<file path="config.mk">
export PLATFORM = sky130hd
export DESIGN_NAME = contador_programable
export DESIGN_NICKNAME = d
export VERILOG_FILES = /design/src/rtl/contador_pkg.sv /design/src/rtl/detector_flanco.sv /design/src/rtl/contador_programable.sv
export SDC_FILE = /design/constraint.sdc
export NUM_CORES = 1
export LEC_CHECK = 0
export ABC_CLOCK_PERIOD_IN_PS = 2250
export CORE_MARGIN = 1
export CORE_UTILIZATION = 25
export CTS_CLUSTER_SIZE = 40
export DETAILED_ROUTE_END_ITERATION = 12
export GPL_ROUTABILITY_DRIVEN = 0
export GPL_TIMING_DRIVEN = 0
export PLACE_DENSITY = 0.47
export SLEW_MARGIN = 20
export SYNTH_ARGS = -nofsm -noshare
export SYNTH_HDL_FRONTEND = slang
export SYNTH_HIERARCHICAL = 1
export SYNTH_SLANG_ARGS = --single-unit
</file>
<file path="constraint.sdc">
create_clock -name clk -period 2.25 [get_ports clk]
set_input_delay 0.3375 -clock clk [delete_from_list [all_inputs] [get_ports clk]]
set_output_delay 0.3375 -clock clk [all_outputs]
set_load 0.005 [all_outputs]
</file>
<file path="src/rtl/contador_pkg.sv">
// Shared constants for the programmable counter: operating modes and FSM states.
package contador_pkg;

  localparam int MODE_WRAP    = 0;
  localparam int MODE_SAT     = 1;
  localparam int MODE_ONESHOT = 2;

  typedef enum logic [1:0] {
    ST_IDLE = 2'd0,
    ST_RUN  = 2'd1,
    ST_DONE = 2'd2
  } estado_t;

endpackage

</file>
<file path="src/rtl/detector_flanco.sv">
// Single-bit rising-edge detector; pulse is high in the same cycle d rises.
module detector_flanco (
  input  logic clk,
  input  logic reset,
  input  logic d,
  output logic pulse
);

  logic d_q;

  always_ff @(posedge clk) begin
    if (reset) d_q <= 1'b0;
    else       d_q <= d;
  end

  assign pulse = d & ~d_q;

endmodule

</file>
<file path="src/rtl/contador_programable.sv">
// Up/down event counter with modulo limit, parallel load, wrap/saturate/one-shot
// modes, optional edge qualification of events, terminal-count pulse and status.
module contador_programable
  import contador_pkg::*;
#(
  parameter int WIDTH     = 6,
  parameter int MAX_COUNT = (1 << WIDTH) - 1,
  parameter int MODE      = 0,
  parameter int EDGE_MODE = 0
) (
  input  logic             clk,
  input  logic             reset,
  input  logic             cnt_en,
  input  logic             up_dn,
  input  logic             load,
  input  logic [WIDTH-1:0] load_val,
  input  logic             start,
  output logic [WIDTH-1:0] out,
  output logic             zero,
  output logic             tc,
  output logic             busy,
  output logic             done
);

  localparam logic [WIDTH-1:0] MAX_V    = WIDTH'(MAX_COUNT);
  localparam logic [WIDTH-1:0] ONE_V    = WIDTH'(1);
  localparam estado_t          RESET_ST = (MODE == MODE_ONESHOT) ? ST_IDLE : ST_RUN;

  logic             evt;
  logic             term;
  logic             tc_next;
  logic [WIDTH-1:0] out_next;
  logic [WIDTH-1:0] load_clamped;
  estado_t          state, state_next;

  generate
    if (EDGE_MODE != 0) begin : g_edge
      detector_flanco u_detector (
        .clk   (clk),
        .reset (reset),
        .d     (cnt_en),
        .pulse (evt)
      );
    end else begin : g_level
      assign evt = cnt_en;
    end
  endgenerate

  assign term         = up_dn ? (out == MAX_V) : (out == '0);
  assign load_clamped = (load_val > MAX_V) ? MAX_V : load_val;
  assign zero         = (out == '0);

  // Start is only honoured outside RUN, so it never competes with a counted event.
  always_comb begin
    state_next = state;
    out_next   = out;
    tc_next    = 1'b0;
    if (load) begin
      out_next = load_clamped;
    end else if ((MODE == MODE_ONESHOT) && start && (state != ST_RUN)) begin
      state_next = ST_RUN;
      out_next   = up_dn ? '0 : MAX_V;
    end else if (evt && (state == ST_RUN)) begin
      if (!term) begin
        out_next = up_dn ? (out + ONE_V) : (out - ONE_V);
      end else begin
        tc_next = 1'b1;
        if (MODE == MODE_WRAP)         out_next   = up_dn ? '0 : MAX_V;
        else if (MODE == MODE_ONESHOT) state_next = ST_DONE;
      end
    end
  end

  always_ff @(posedge clk) begin
    if (reset) begin
      state <= RESET_ST;
      out   <= '0;
      tc    <= 1'b0;
      busy  <= (RESET_ST == ST_RUN);
      done  <= 1'b0;
    end else begin
      state <= state_next;
      out   <= out_next;
      tc    <= tc_next;
      busy  <= (state_next == ST_RUN);
      done  <= (state_next == ST_DONE);
    end
  end

endmodule

</file>
Yosys cells after proc, flatten, opt, wreduce, memory -nomap -nowiden
Index checks and enable logic that the tools add are counted.
{"block": "op_classes", "div_mod_pow": 0, "mux": 8, "multipliers": 0, "n_addsub": 2, "n_shift": 0, "n_reduce_logical": 3, "eq_ne": 1, "order_cmp": 1, "bitwise_logic": 1}
{"op": "$mux W6", "n": 6}
{"op": "$add A6 B1 Y6 const B", "n": 1}
{"op": "$eq A6 B6 Y1 const B", "n": 1}
{"op": "$gt A6 B6 Y1 const B", "n": 1}
{"op": "$logic_not A6 Y1", "n": 1}
{"op": "$sub A6 B1 Y6 const B", "n": 1}
{"op": "$reduce_or A3 Y1", "n": 1}
{"op": "$mux W1", "n": 2}
{"op": "$reduce_bool A2 Y1", "n": 1}
{"op": "$not A1 Y1", "n": 1}
{"block": "totals", "ram_bits": 0, "latch_bits": 0, "output_inout_bits": 10, "rom_bits": 0, "input_bits": 12, "reg_bits": 7, "mem_count": 0, "word_cells": 18}

Longest topological paths before layout
Gate-level depths: netlist (run 1).
{"block": "depth", "depth_word": 5, "ltp_mapped": 7, "ltp_nobuf": 7}

Worst setup path after synthesis (run 1)
No wires, ideal clock.
{"block": "synth_timing", "path_kind": "input port to flip-flop", "startpoint": "input port up_dn", "endpoint": "register out[4]", "required_time_ns": 2.172, "setup_ns": 0.078, "arrival_ns": 1.488, "path_buffers": 0, "stages": 7, "setup_slack_ns": 0.684, "path_cell_list": "inv_1 -> fa_1 -> a21o_1 -> a21oi_1 -> xnor2_1 -> a21oi_1 -> nor3_1"}
{"block": "synth_via", "elab_chain_len": 4, "word_cells_on_any_way": 6}
{"item": "start, declared", "line_no": "contador_programable.sv:14", "source": "input logic up_dn,"}
{"item": "$mux W6, or another cell as far along", "line_no": "contador_programable.sv:65", "source": "out_next = up_dn ? (out + ONE_V) : (out - ONE_V);"}
{"item": "$mux W6 (*)", "line_no": "contador_programable.sv:64", "source": "if (!term) begin"}
{"item": "$mux W6 (*)", "line_no": "contador_programable.sv:63", "source": "end else if (evt && (state == ST_RUN)) begin"}
{"item": "$mux W6 (*)", "line_no": "contador_programable.sv:58", "source": "if (load) begin"}
{"item": "end signal, assigned", "line_no": "contador_programable.sv:83", "source": "out <= out_next;"}
{"item": "end, declared", "line_no": "contador_programable.sv:18", "source": "output logic [WIDTH-1:0] out,"}
Every way passes the cells marked *; elsewhere a longest branch is shown, timed or not. The select of a mux whose other input is x is not followed.
A chain may end at the register's enable or synchronous reset.

Worst setup path after layout (run 1)
Same ends and word-level chain as after synthesis.

==> results of run 1 <==
[power by group through the flow]
stage	registers [W]	logic, W	clock network (W)
finish	0.000154	0.000153	0.000116
global route	0.000156	0.000170	0.000130
CTS	0.000154	0.000154	0.000121
detailed placement	0.000157	0.000153	0
global placement	0.000157	0.000151	0
floorplan	0.000153	0.0000925	0
[logic make-up after synthesis]
group,share of synthesized area
muxes,0.01747
adders and majority gates,0.1223
and+or+nand+nor,0.2620
AOI/OAI and AO/OA,0.2096
xor gates and xnor gates,0.07643
DFF,0.2445
buffers and inverters,0.05457
other,0.01311
[synthesized netlist by cell type (2+ instances only)]
cell	n
a21o_1	3
a21oi_1	11
buf_4	2
conb_1	2
dfxtp_1	7
ha_1	4
inv_1	2
nor2_1	11
nor3_1	5
o21ai_0	2
xnor2_1	3
xor2_1	2
[layout make-up]
| type | instances | share of cell area |
|---|---|---|
| multi-input combinational | 59 | 0.5000 |
| timing repair buffer | 17 | 0.2118 |
| sequential | 7 | 0.1745 |
| tap | 27 | 0.04206 |
| clock buffer | 4 | 0.03271 |
| buffer | 4 | 0.02960 |
| inverter | 2 | 0.009346 |
[critical path, delay by kind of cell]
family | cells | cell delay [ps]
AOI/OAI and AO/OA | 3 | 450
xor gates and xnor gates | 1 | 140
adders and majority gates | 1 | 480
buffers and inverters | 2 | 740
and+or+nand+nor | 1 | 120
[flip-flops by register name (all words and copies together) (netlist names)]
signal,cells
out,6
tc,1
[metal layers]
layer / GRT usage / routed length, um
met5: 0 / 0
met4: 0.04762 / 30
met3: 0.04938 / 64
met2: 0.2095 / 692
met1: 0.1354 / 607
[through the flow]
step                      setup slack [ps]  TNS, ps  instance area, um^2    util
final                                136.5        0                803.3  0.3896
after global routing                 5.815        0                803.3  0.3896
after CTS                            159.6        0                803.3  0.3896
after detailed placement            -92.56   -137.3                777.0  0.3768
after global placement              -81.53   -120.9                777.0  0.3768
after floorplan                      684.4        0                573.1       -
[worst paths after layout]
kind,end,slack [ps],start
setup reg to reg,out[4],580,out[0]
setup / recovery,out[4],140,up_dn
hold / removal,out[0],560,cnt_en
hold reg to reg,out[2],710,out[2]
==> flow_summary.json, run 1 <==
{
  "status": "complete, no violations",
  "postSynth.asyncResetShare": 0,
  "resized_gates_after_cts": 0,
  "drt_pre_antenna_iters": 4,
  "cell_at_the_root_of_the_clock_tree": "clkbuf_4",
  "path_clk_slew_ps": 60,
  "min-delay-path-class": "in2reg",
  "comb_power_share": 0.361,
  "finalCritPeriodShare": 0.9393,
  "antenna_found_initial": 0,
  "clock_insertion_delay_worst_skew_ps": 250,
  "grt_usage": 0.1232,
  "critical_path_end_type": "flop",
  "power_frac_clock": 0.275,
  "final.min_clock_period_ps": 2113,
  "rows": 16,
  "hold_viol": 0,
  "routed_wl_mm": 1.394,
  "synth_seq_area_share": 0.2445,
  "die_height_um": 49.88,
  "post-dp-hpwl_mm": 1.119,
  "hold_depth": 5,
  "worst_reg2reg_path_length_in_cells": 6,
  "antennaDiodeCount": 0,
  "final_common_cell": "clkdlybuf4s50_1",
  "worstPathArrival_ps": 2290,
  "power.switching_w": 0.0001317,
  "synth.top_cells.by_area": "dfxtp_1 (24%), a21oi_1 (9.6%), ha_1 (8.7%)",
  "synth_top_cell_area_share": 0.2445,
  "postSynth.topFlopCell": "dfxtp_1",
  "nNetsFinal": 111,
  "cp_slowest_cell": "clkdlybuf4s50_1",
  "yosys_warnings": 6,
  "detailedRoute.firstIterationViolations": 4,
  "final.hold.worst_slack_ps": 555.6,
  "buffer_ports.inserted": 17,
  "overflow": 0,
  "sequential_cell_area_um2": 140.1,
  "unrepaired_setup_endpoints_after_global_routing": "false",
  "count_of_unresolved_drc_violations_after_routing": 0,
  "post_synth_num_cell_types": 30,
  "power_report.internal_total_w": 0.0002912,
  "timing_worst_setup_path_type": "in2reg",
  "leakage_dissipation_nw": 0.3598,
  "synth_top_cell_by_area": "dfxtp_1",
  "clockBufferDepth": 2,
  "worst_ir_drop_vdd_mv": 0.3033,
  "max_cap_viol_count": 0,
  "pin_count_of_the_biggest_net_entering_global_routing": 11,
  "critical_path_maximum_fanout": 5,
  "synth_nets": 89,
  "die_width_um": 49.88,
  "setup_violations": 0,
  "drt.antenna.violating_nets": 0,
  "syn_area_per_cell_um2": 7.959,
  "floorplan.core_area_um2": 2062,
  "die_area_um2": 2488,
  "ys_seq_elements": 7,
  "grt_pass1_wl_mm": 2.297,
  "slowest_delay_ps": 580,
  "gate_count_after_technology_mapping": 72,
  "avgViaCountPerCell": 4.758,
  "wire_per_inst_um": 11.62,
  "multiInputGateArea_um2": 401.6,
  "initial_core_util": 0.2779,
  "synth-edff-count": 0,
  "critical_path_required_ps": 2420,
  "post_route_cells_drive_above_1_share": 0.1398,
  "worst_clock_skew_ps": 6.357,
  "top_level_ports": 22,
  "cts_sinks": 7,
  "layout.cells.non_filler": 120,
  "path_cells": "clkdlybuf4s50_1 -> inv_1 -> fa_1 -> a21o_1 -> a21oi_1 -> xnor2_1 -> a21oi_1 -> nor3_1",
  "power.share.switching": 0.3113,
  "power_density_nw_per_um2": 526.5,
  "fmax_mhz": 473.2,
  "area_delta_synth_final_pct": 40.17,
  "critical_path.startpoint_type": "input port",
  "fillerInstances": 218,
  "most-common-layout-cells": "clkdlybuf4s50_1 (17), nor2_1 (11), a21oi_1 (11)",
  "tritoncts": "yes",
  "seq_power_share": 0.364,
  "design_power_total_w": 0.0004229,
  "post_cts_buffers": 0,
  "cts.htree.levels": 1,
  "grt_pass1_vias": 554,
  "finalMaxSlewViolations": 0,
  "cpMostUsedCell": "a21oi_1",
  "place_inst": 116,
  "cts.hold.buffers_added": 0,
  "num_vias": 571,
  "synth_area_um2": 573.1,
  "cts_inserted_buffers": 3
}
(Power assumes the default switching activity.)
==> run 2, diff against run 1 <==
--- a/config.mk
+++ b/config.mk
@@ -10,9 +10,10 @@
 export CORE_UTILIZATION = 25
 export CTS_CLUSTER_SIZE = 40
 export DETAILED_ROUTE_END_ITERATION = 12
+export DONT_BUFFER_PORTS = 1
 export GPL_ROUTABILITY_DRIVEN = 0
 export GPL_TIMING_DRIVEN = 0
-export PLACE_DENSITY = 0.47
+export PLACE_DENSITY = 0.34
 export SLEW_MARGIN = 20
 export SYNTH_ARGS = -nofsm -noshare
 export SYNTH_HDL_FRONTEND = slang
==> constraint.sdc (replaced) <==
create_clock -name clk -period 2.25 [get_ports clk]
set_input_delay 0.3375 -clock clk [delete_from_list [all_inputs] [get_ports clk]]
set_output_delay 0.3375 -clock clk [all_outputs]
set_load 0.05 [all_outputs]
==> flow_summary.json, run 2 (same netlist as run 1, synthesis figures left out) <==
{
  "status": "complete, no violations",
  "grt_pass1_vias": 511,
  "post_route_cells_drive_above_1_share": 0.1711,
  "critical_path_required_ps": 1910,
  "most-common-layout-cells": "nor2_1 (11), a21oi_1 (11), dfxtp_1 (7)",
  "hold_end": "out[0]",
  "worst_ir_drop_vdd_mv": 0.2955,
  "cts.hold.buffers_added": 0,
  "hold_depth": 1,
  "worst_setup_path_startpoint": "out[1]",
  "cts_inserted_buffers": 3,
  "path_clk_slew_ps": 60,
  "worst_reg2reg_path_length_in_cells": 6,
  "routed_wl_mm": 1.331,
  "buffer_ports.inserted": 0,
  "clock_insertion_delay_worst_skew_ps": 260,
  "hold_viol": 0,
  "antennaDiodeCount": 0,
  "power_density_nw_per_um2": 688.8,
  "die_width_um": 49.88,
  "hold_path_startpoint": "reset",
  "cts_sinks": 7,
  "setup-tns-final_ps": 0,
  "worst_clock_skew_ps": 4.758,
  "clockBufferDepth": 2,
  "post_cts_buffers": 0,
  "reg2reg_setup_slack_ps": 250,
  "finalMaxSlewViolations": 0,
  "pin_count_of_the_biggest_net_entering_global_routing": 11,
  "placedInstanceArea_um2": 606.8,
  "nNetsFinal": 94,
  "count_of_unresolved_drc_violations_after_routing": 0,
  "fmax_mhz": 496.6,
  "final.min_clock_period_ps": 2014,
  "antenna_found_initial": 0,
  "drt.antenna.violating_nets": 0,
  "grt_usage": 0.1255,
  "overflow": 0,
  "critical_path_maximum_fanout": 6,
  "timing_worst_setup_path_type": "reg2out",
  "largest_register": "out",
  "avgViaCountPerCell": 4.893,
  "max_cap_viol_count": 0,
  "post-dp-hpwl_mm": 1.068,
  "top_level_ports": 22,
  "rows": 16,
  "resized_gates_after_cts": 0,
  "die_area_um2": 2488,
  "area_delta_synth_final_pct": 10.48,
  "finalCritPeriodShare": 0.8951,
  "grt_pass1_wl_mm": 2.242,
  "worst_r2r_endpoint": "out[5]",
  "largest_register_ffs": 6,
  "unrepaired_setup_endpoints_after_global_routing": "false",
  "worst_pin_slew_ps": 744.2,
  "leakage_dissipation_nw": 0.2958,
  "multiInputGateArea_um2": 401.6,
  "min-delay-path-class": "in2reg",
  "drt_pre_antenna_iters": 2,
  "sequential_cell_area_um2": 140.1,
  "startpoint_of_the_worst_slack_reg_to_reg_timing_path": "out[1]",
  "setup_violations": 0,
  "die_height_um": 49.88,
  "timing.max_slew.rel_slack": 0.5032,
  "critical_path_end_type": "output port",
  "worstPathArrival_ps": 1680,
  "critical_path.startpoint_type": "flop",
  "initial_core_util": 0.2779,
  "biggest_registers_after_layout": "out: 6 flops, tc: 1 flops",
  "detailedRoute.firstIterationViolations": 6,
  "floorplan.core_area_um2": 2062,
  "tritoncts": "yes",
  "fillerInstances": 233,
  "num_vias": 504,
  "design_area_um2": 633.1,
  "cell_at_the_root_of_the_clock_tree": "clkbuf_4",
  "wire_per_inst_um": 12.92,
  "cts.htree.levels": 1
}
[run 2: routing by layer]
layer  track usage  share of wire
met3       0.07716          0.085
met5             0              0
met4       0.02857              0
met1        0.1365           0.46
met2        0.2050           0.45
[run 2: final cells by class]
class,count,share of cell area
Multi-Input combinational cell,59,0.6344
Inverter,2,0.01186
Buffer,4,0.03755
Sequential cell,7,0.2213
Clock buffer,4,0.04150
Tap cell,27,0.05336
[run 2: worst max-delay path, cell delays in order, from the launching register on]
cell	delay [ps]
dfxtp_1	540
nor4_1	390
nand2_1	150
inv_1	340
[run 2: worst max-delay path by stage]
stage	to	slack, ps	cells after the start
global route	out[5]	110	6
finish	zero	240	3
global placement	out[5]	220	6
detailed placement	out[5]	270	6
floorplan	out[5]	390	6
CTS	zero	240	3
[run 2: power breakdown]
group	switching, W	internal [W]	leakage (nW)
sequential	0.0000591	0.000135	0.0580
clock	0.0000503	0.0000679	0.0150
combinational	0.0000702	0.0000532	0.223
[run 2: stage by stage]
stage          hold slack (ps)  cells  utilization  total power [W]  setup slack (ps)
3_3_place_gp             411.6     99       0.2943        0.0003208             221.1
6_report                 149.4    103       0.3070        0.0004361             236.1
3_5_place_dp             413.8     99       0.2943        0.0003202             265.5
5_1_grt                  124.3    103       0.3070        0.0004679             111.2
4_1_cts                  143.1    103       0.3070        0.0004417             238.6
2_1_floorplan            409.9     72            -        0.0002997             389.8
